===== src/rtl/mac_bist_controller.sv =====
// mac_bist_controller
//   Built-in self-test sequencer for the MAC processing element. It walks every
//   test-pattern ROM address and registers the a/w/p operands into the MAC.
//   It then waits out the MAC pipeline latency and compares the MAC result
//   against the ROM golden value. It reports pass/fail, a mismatch count and the
//   first failing address.
//
//   Optional feature macro: BIST_STOP_ON_FAIL_EN
//     When defined, the first mismatch ends the run immediately.
//     When undefined (the default), every pattern runs and every mismatch is counted.
//
// Ports
//   clk, rst_n                 clock (rising edge), asynchronous active-low reset
//   start                      one-cycle pulse; ignored while busy
//   rom_addr                   address to the combinational pattern ROM
//   rom_tp_a/w/p, rom_expected_p   ROM operands and golden result
//   mac_a/w/p, mac_valid       registered operands to the MAC, new-operand strobe
//   mac_result                 MAC output
//   busy, done, pass           run status (done is a level until the next start)
//   fail_count, first_fail_addr    result summary
module mac_bist_controller #(
  parameter int unsigned NUM_PATTERNS = 16,
  parameter int unsigned ADDR_WIDTH   = $clog2(NUM_PATTERNS),
  parameter int unsigned A_WIDTH      = 8,
  parameter int unsigned W_WIDTH      = 8,
  parameter int unsigned P_WIDTH      = 32,
  parameter int unsigned MAC_LATENCY  = 2
) (
  input  logic                  clk,
  input  logic                  rst_n,
  input  logic                  start,
  output logic [ADDR_WIDTH-1:0] rom_addr,
  input  logic [A_WIDTH-1:0]    rom_tp_a,
  input  logic [W_WIDTH-1:0]    rom_tp_w,
  input  logic [P_WIDTH-1:0]    rom_tp_p,
  input  logic [P_WIDTH-1:0]    rom_expected_p,
  output logic [A_WIDTH-1:0]    mac_a,
  output logic [W_WIDTH-1:0]    mac_w,
  output logic [P_WIDTH-1:0]    mac_p,
  output logic                  mac_valid,
  input  logic [P_WIDTH-1:0]    mac_result,
  output logic                  busy,
  output logic                  done,
  output logic                  pass,
  output logic [ADDR_WIDTH:0]   fail_count,
  output logic [ADDR_WIDTH-1:0] first_fail_addr
);

  localparam int unsigned CntW = (MAC_LATENCY > 1) ? $clog2(MAC_LATENCY) : 1;
  localparam logic [ADDR_WIDTH-1:0] LastAddr = ADDR_WIDTH'(NUM_PATTERNS - 1);
  localparam logic [CntW-1:0] WaitInit = CntW'(MAC_LATENCY - 1);

  typedef enum logic [2:0] {
    StIdle,
    StLoad,
    StWait,
    StCompare,
    StDone
  } state_e;

  state_e                state_q, state_d;
  logic [ADDR_WIDTH-1:0] addr_q, addr_d;
  logic [ADDR_WIDTH:0]   fail_cnt_q, fail_cnt_d;
  logic [ADDR_WIDTH-1:0] first_fail_q, first_fail_d;
  logic                  fail_seen_q, fail_seen_d;
  logic [A_WIDTH-1:0]    mac_a_q, mac_a_d;
  logic [W_WIDTH-1:0]    mac_w_q, mac_w_d;
  logic [P_WIDTH-1:0]    mac_p_q, mac_p_d;
  logic [P_WIDTH-1:0]    exp_q, exp_d;
  logic                  mac_valid_q, mac_valid_d;
  logic [CntW-1:0]       wait_cnt_q, wait_cnt_d;

  logic mismatch;
  logic run_end;

  assign mismatch = (mac_result != exp_q);

`ifdef BIST_STOP_ON_FAIL_EN
  assign run_end = mismatch || (addr_q == LastAddr);
`else
  assign run_end = (addr_q == LastAddr);
`endif

  always_comb begin
    state_d      = state_q;
    addr_d       = addr_q;
    fail_cnt_d   = fail_cnt_q;
    first_fail_d = first_fail_q;
    fail_seen_d  = fail_seen_q;
    mac_a_d      = mac_a_q;
    mac_w_d      = mac_w_q;
    mac_p_d      = mac_p_q;
    exp_d        = exp_q;
    wait_cnt_d   = wait_cnt_q;
    // The strobe marks the first cycle in which the new operands are visible.
    mac_valid_d  = (state_q == StLoad);

    unique case (state_q)
      StIdle, StDone: begin
        if (start) begin
          state_d      = StLoad;
          addr_d       = '0;
          fail_cnt_d   = '0;
          first_fail_d = '0;
          fail_seen_d  = 1'b0;
        end
      end
      StLoad: begin
        mac_a_d    = rom_tp_a;
        mac_w_d    = rom_tp_w;
        mac_p_d    = rom_tp_p;
        exp_d      = rom_expected_p;
        wait_cnt_d = WaitInit;
        state_d    = StWait;
      end
      StWait: begin
        if (wait_cnt_q == '0) begin
          state_d = StCompare;
        end else begin
          wait_cnt_d = wait_cnt_q - 1'b1;
        end
      end
      StCompare: begin
        if (mismatch) begin
          fail_cnt_d = fail_cnt_q + 1'b1;
          if (!fail_seen_q) begin
            first_fail_d = addr_q;
            fail_seen_d  = 1'b1;
          end
        end
        if (run_end) begin
          state_d = StDone;
        end else begin
          addr_d  = addr_q + 1'b1;
          state_d = StLoad;
        end
      end
      default: state_d = StIdle;
    endcase
  end

  always_ff @(posedge clk or negedge rst_n) begin
    if (!rst_n) begin
      state_q      <= StIdle;
      addr_q       <= '0;
      fail_cnt_q   <= '0;
      first_fail_q <= '0;
      fail_seen_q  <= 1'b0;
      mac_a_q      <= '0;
      mac_w_q      <= '0;
      mac_p_q      <= '0;
      exp_q        <= '0;
      mac_valid_q  <= 1'b0;
      wait_cnt_q   <= '0;
    end else begin
      state_q      <= state_d;
      addr_q       <= addr_d;
      fail_cnt_q   <= fail_cnt_d;
      first_fail_q <= first_fail_d;
      fail_seen_q  <= fail_seen_d;
      mac_a_q      <= mac_a_d;
      mac_w_q      <= mac_w_d;
      mac_p_q      <= mac_p_d;
      exp_q        <= exp_d;
      mac_valid_q  <= mac_valid_d;
      wait_cnt_q   <= wait_cnt_d;
    end
  end

  assign rom_addr        = addr_q;
  assign mac_a           = mac_a_q;
  assign mac_w           = mac_w_q;
  assign mac_p           = mac_p_q;
  assign mac_valid       = mac_valid_q;
  assign busy            = (state_q == StLoad) || (state_q == StWait) || (state_q == StCompare);
  assign done            = (state_q == StDone);
  assign pass            = done && (fail_cnt_q == '0);
  assign fail_count      = fail_cnt_q;
  assign first_fail_addr = first_fail_q;

endmodule


===== config.mk =====
export PLATFORM = sky130hd
export DESIGN_NAME = mac_bist_controller
export DESIGN_NICKNAME = d
export VERILOG_FILES = /design/src/rtl/mac_bist_controller.sv
export SDC_FILE = /design/constraint.sdc
export NUM_CORES = 1
export LEC_CHECK = 0
export CAP_MARGIN = 20
export CORE_MARGIN = 1.5
export CORE_UTILIZATION = 45
export CTS_CLUSTER_DIAMETER = 150
export DETAILED_ROUTE_END_ITERATION = 10
export GPL_ROUTABILITY_DRIVEN = 0
export MAX_ROUTING_LAYER = met4
export PLACE_DENSITY_LB_ADDON = 0.1
export RECOVER_POWER = 25
export REMOVE_ABC_BUFFERS = 1
export SYNTH_ARGS = -nofsm -noshare
export SYNTH_HDL_FRONTEND = slang
export SYNTH_SLANG_ARGS = --single-unit

===== constraint.sdc =====
create_clock -name clk -period 5.9 [get_ports clk]
set_input_delay 1.18 -clock clk [delete_from_list [all_inputs] [get_ports clk]]
set_output_delay 1.18 -clock clk [all_outputs]
set_load 0.1 [all_outputs]

* After elaboration in Yosys (flattened, before gate mapping)
Cells that the tools add are included.
** Storage, ports and cells
- Register bits :: 99
- Bits of input ports :: 115
- Output and inout port bits :: 65
- Logic and storage cells :: 55
** Cells by class
- $add $sub $neg :: 3
- Eq/ne operators :: 11
- Mux-type cells :: 18
- Reductions and logical operators :: 12
** Operators by type and width (count)
- inequality test 32 bit :: 1
- two-way mux 4 bit :: 4
- case mux 4 bit (2 select lines) :: 2
- case mux 3 bit (4 select lines) :: 1
- two-way mux 5 bit :: 2
- inequality test 2 bit, second input constant :: 5
- case mux 5 bit (2 select lines) :: 1
- two-way mux 3 bit :: 3
- == test 3 x 2 -> 1 bit, second input constant :: 2
- AND reduction 3 bit :: 2
- adder 5 x 1 -> 5 bit, second input constant :: 1
- zero test 5 bit :: 1
- adder 4 x 1 -> 4 bit, second input constant :: 1
- == test 4 bit, second input constant :: 1
- case mux 1 bit (2 select lines) :: 2
- AND reduction 4 bit :: 1
- nonzero test 2 bit :: 2
- == test 3 x 1 -> 1 bit, second input constant :: 1
- == test 3 bit, second input constant :: 1
- zero test 3 bit :: 1
- two-way mux 1 bit :: 3
- logical OR 1 bit :: 2
- AND reduction 2 bit :: 1
- OR reduction 2 bit :: 1
- 2 further kinds :: 2

* Depth between registers and ports, before layout
- Word-level depth :: 4
- Depth in mapped cells :: 8

* Worst setup path before layout
OpenSTA, ideal clock, no wires.
- Kind :: reg2out
- Start :: register fail_cnt_q[0] (netlist: fail_count[0])
- End :: output pass
- Data arrival time :: 3961 ps
- Required time :: 4720 ps
- Path slack :: 759 ps
- Cell stages (with the launch flop) :: 5
- Buffers on the path :: 0
- Cell sequence :: dfrtp_1 inv_1 ha_1 nand2b_1 nor4_1
** Between the ends
- Longest elaborated chain between the ends :: 2
** Ends and longest elaborated chain
- start: declaration :: line 63 : logic [ADDR_WIDTH:0] fail_cnt_q, fail_cnt_d;
- start signal: assignment :: line 158 : fail_cnt_q <= fail_cnt_d;
- zero test 5 bit :: line 177 : assign pass = done && (fail_cnt_q == '0);
- logical AND 1 bit :: line 177
- end: declaration :: line 44 : output logic pass,
Every way passes these cells.

==> impl_metrics.ini <==
[clocking]
cts_buffers = 9
post-cts-setup-buffer-count = 0
hold_buffers = 0
cts_max_level = 3
cts_sinks = 99
insertion_delay_ns = 0.36
cts_tree = built
cts.repair.resized = 0
clockBufferDepth = 2
cts_root_buf = clkbuf_8
cts.clk_slew.worst_paths_ns = 0.09

[floorplan]
fp.dieH_um = 103
row_count = 36
die_width_um = 103
dieArea_um2 = 10600
initial_utilization = 0.461
ios = 180
fp.coreArea_um2 = 9730

[worst_setup_path]
max_stage_delay_ns = 1.27
crit_path_top_delay_cell = clkbuf_2
crit_family = buffers and inverters
crit_top_cell = clkbuf_1
end_kind = async pin
worstPathArrival_ns = 4.03
crit_path_start_kind = input port
crit_chain = clkbuf_1, clkbuf_1, clkbuf_2
ff2ff_setup_slack_ns = 3.36
critPathBufInv = 3
crit_fanout = 63
crit_required_ns = 6.10
critical_path_class = in -> async

[yosys]
synth.most_common_cell = dfrtp_1
ys_ff_latch = 99
synth_edf_count = 0
async_reset_ff_frac = 1.00
yosys_most_used_dff = dfrtp_1
syn_area_per_cell_um2 = 12.9
ys_seq_area_frac = 0.552
synth_largest_area_cell = dfrtp_1
yosys_warnings = 0
synthCells = 349
netlist_area_um2 = 4490
yosys.cell_types.count = 41
synthTopCellsByCount = dfrtp_1 (99), mux2_2 (80), xnor2_1 (25)
yosys-top-cells-area = dfrtp_1 (55%), mux2_2 (20%), xnor2_1 (4.9%)
yosysTopAreaCellShare = 0.552

[sta]
grt_setup_unrepaired = no
slew_viol_final = 64
worst_clock_skew_ns = 0.0110
setup-violations-final = 0
relSlewSlack = -0.0410
worst_pin_slew_ns = 1.56
max_freq_mhz = 261
finalHoldViolations = 0
tns_ns = 0
period_needed_ns = 3.84
finalCritPeriodShare = 0.651

[grt]
antenna_found_initial = 0
grt_use_total = 0.221
grt_pass1_wl_mm = 17.1
grt_pass1_vias = 3536
grt_remaining_overflow = 0
grt_max_degree = 82

[detailed_routing]
drc = 0
routed_via_density = 5.23
drt_iter0_markers = 103
ant_nets = 0
wl_mm = 10.9
routed-via-count = 3459
drt-wirelength-per-cell_um = 16.4
drt_pre_antenna_iters = 4

[flow_run]
cap_violations = 1

[outcome]
status = finished with violations
violations = capacitance limit, slew limit

[finish]
antennaDiodeCount = 0
areaGrowthSynthToFinish_pct = 45.8
drive_gt1_frac = 0.189
nets = 641
ff_latch_area_um2 = 2480
multi_input_area_um2 = 1910
fillers = 747

[place]
dp_hpwl_mm = 7.96
portBuffers = 179

[worst_hold_path]
hold_path_class = reg -> reg
## layout make-up
type                    count  share of cell area
multi-input cells         224               0.291
inverters                   8             0.00459
well taps                 133              0.0254
clock buffers              12              0.0222
flip-flops and latches     99               0.379
repair buffers            181               0.274
clock inverters             4             0.00401
## final timing paths
path | depth (start not counted) | endpoint | from
min reg2reg | 1 | mac_a[1]$_DFFE_PN0P_ | mac_a[1]$_DFFE_PN0P_
max in group clk | 4 | pass | state_q[0]$_DFFE_PN0P_
min in group asynchronous | 1 | state_q[2]$_DFFE_PN0P_ | rst_n
min | 1 | mac_a[1]$_DFFE_PN0P_ | mac_a[1]$_DFFE_PN0P_
max | 3 | exp_q[28]$_DFFE_PN0P_ | rst_n
max reg2reg | 5 | fail_count[0]$_DFFE_PN0P_ | state_q[2]$_DFFE_PN0P_
## kinds of logic (layout without fill, tap and decap cells)
logic type,Yosys count,after routing,share of synthesized area
AND/OR/NAND/NOR,78,78,0.102
AO/OA/AOI/OAI,30,30,0.0485
XOR/XNOR,33,33,0.0644
adder cells (fa/ha/maj),3,3,0.00836
flip-flops,99,99,0.552
multiplexers,80,80,0.201
buffers and inverters,26,205,0.0240
## cells in the final DEF, fill, tap and decap left out, drive strengths merged, types with 9 or more instances in the layout
cell / count
clkdlybuf4s50: 177
dfrtp: 99
mux2: 80
xnor2: 25
clkbuf: 15
nand3: 12
o21ai: 11
nor2: 10
nand2: 10
nand4: 9
## metal layers
layer	track usage	vias to the layer above	share of wire
met5	-	-	0
li1	-	1609	-
met1	0.276	1702	0.43
met4	0.0915	0	0.020
met3	0.0631	15	0.078
met2	0.340	133	0.47
## per-stage QoR
stage,instances,util,cell area [um2],setup WS (ns),hold WS (ns)
finish,661,0.673,6550,2.06,0.512
floorplan,331,-,4410,0.759,0.486
global route,661,0.673,6550,1.41,0.527
detailed placement,644,0.655,6380,2.31,0.494
global placement,644,0.655,6380,2.36,0.489
CTS,660,0.673,6550,2.17,0.517
## flip-flops by register name, summed over array words and instances, names as in the netlist
name / cells
mac_a: 8
state_q: 3
exp_q: 32
fail_seen_q: 1
rom_addr: 4
mac_w: 8
wait_cnt_q: 1
mac_valid: 1
fail_count: 5
mac_p: 32
first_fail_addr: 4
Power is left out: the tool's default activity adds up to more than one toggle a clock period on the data nets, which glitch-free logic cannot reach.
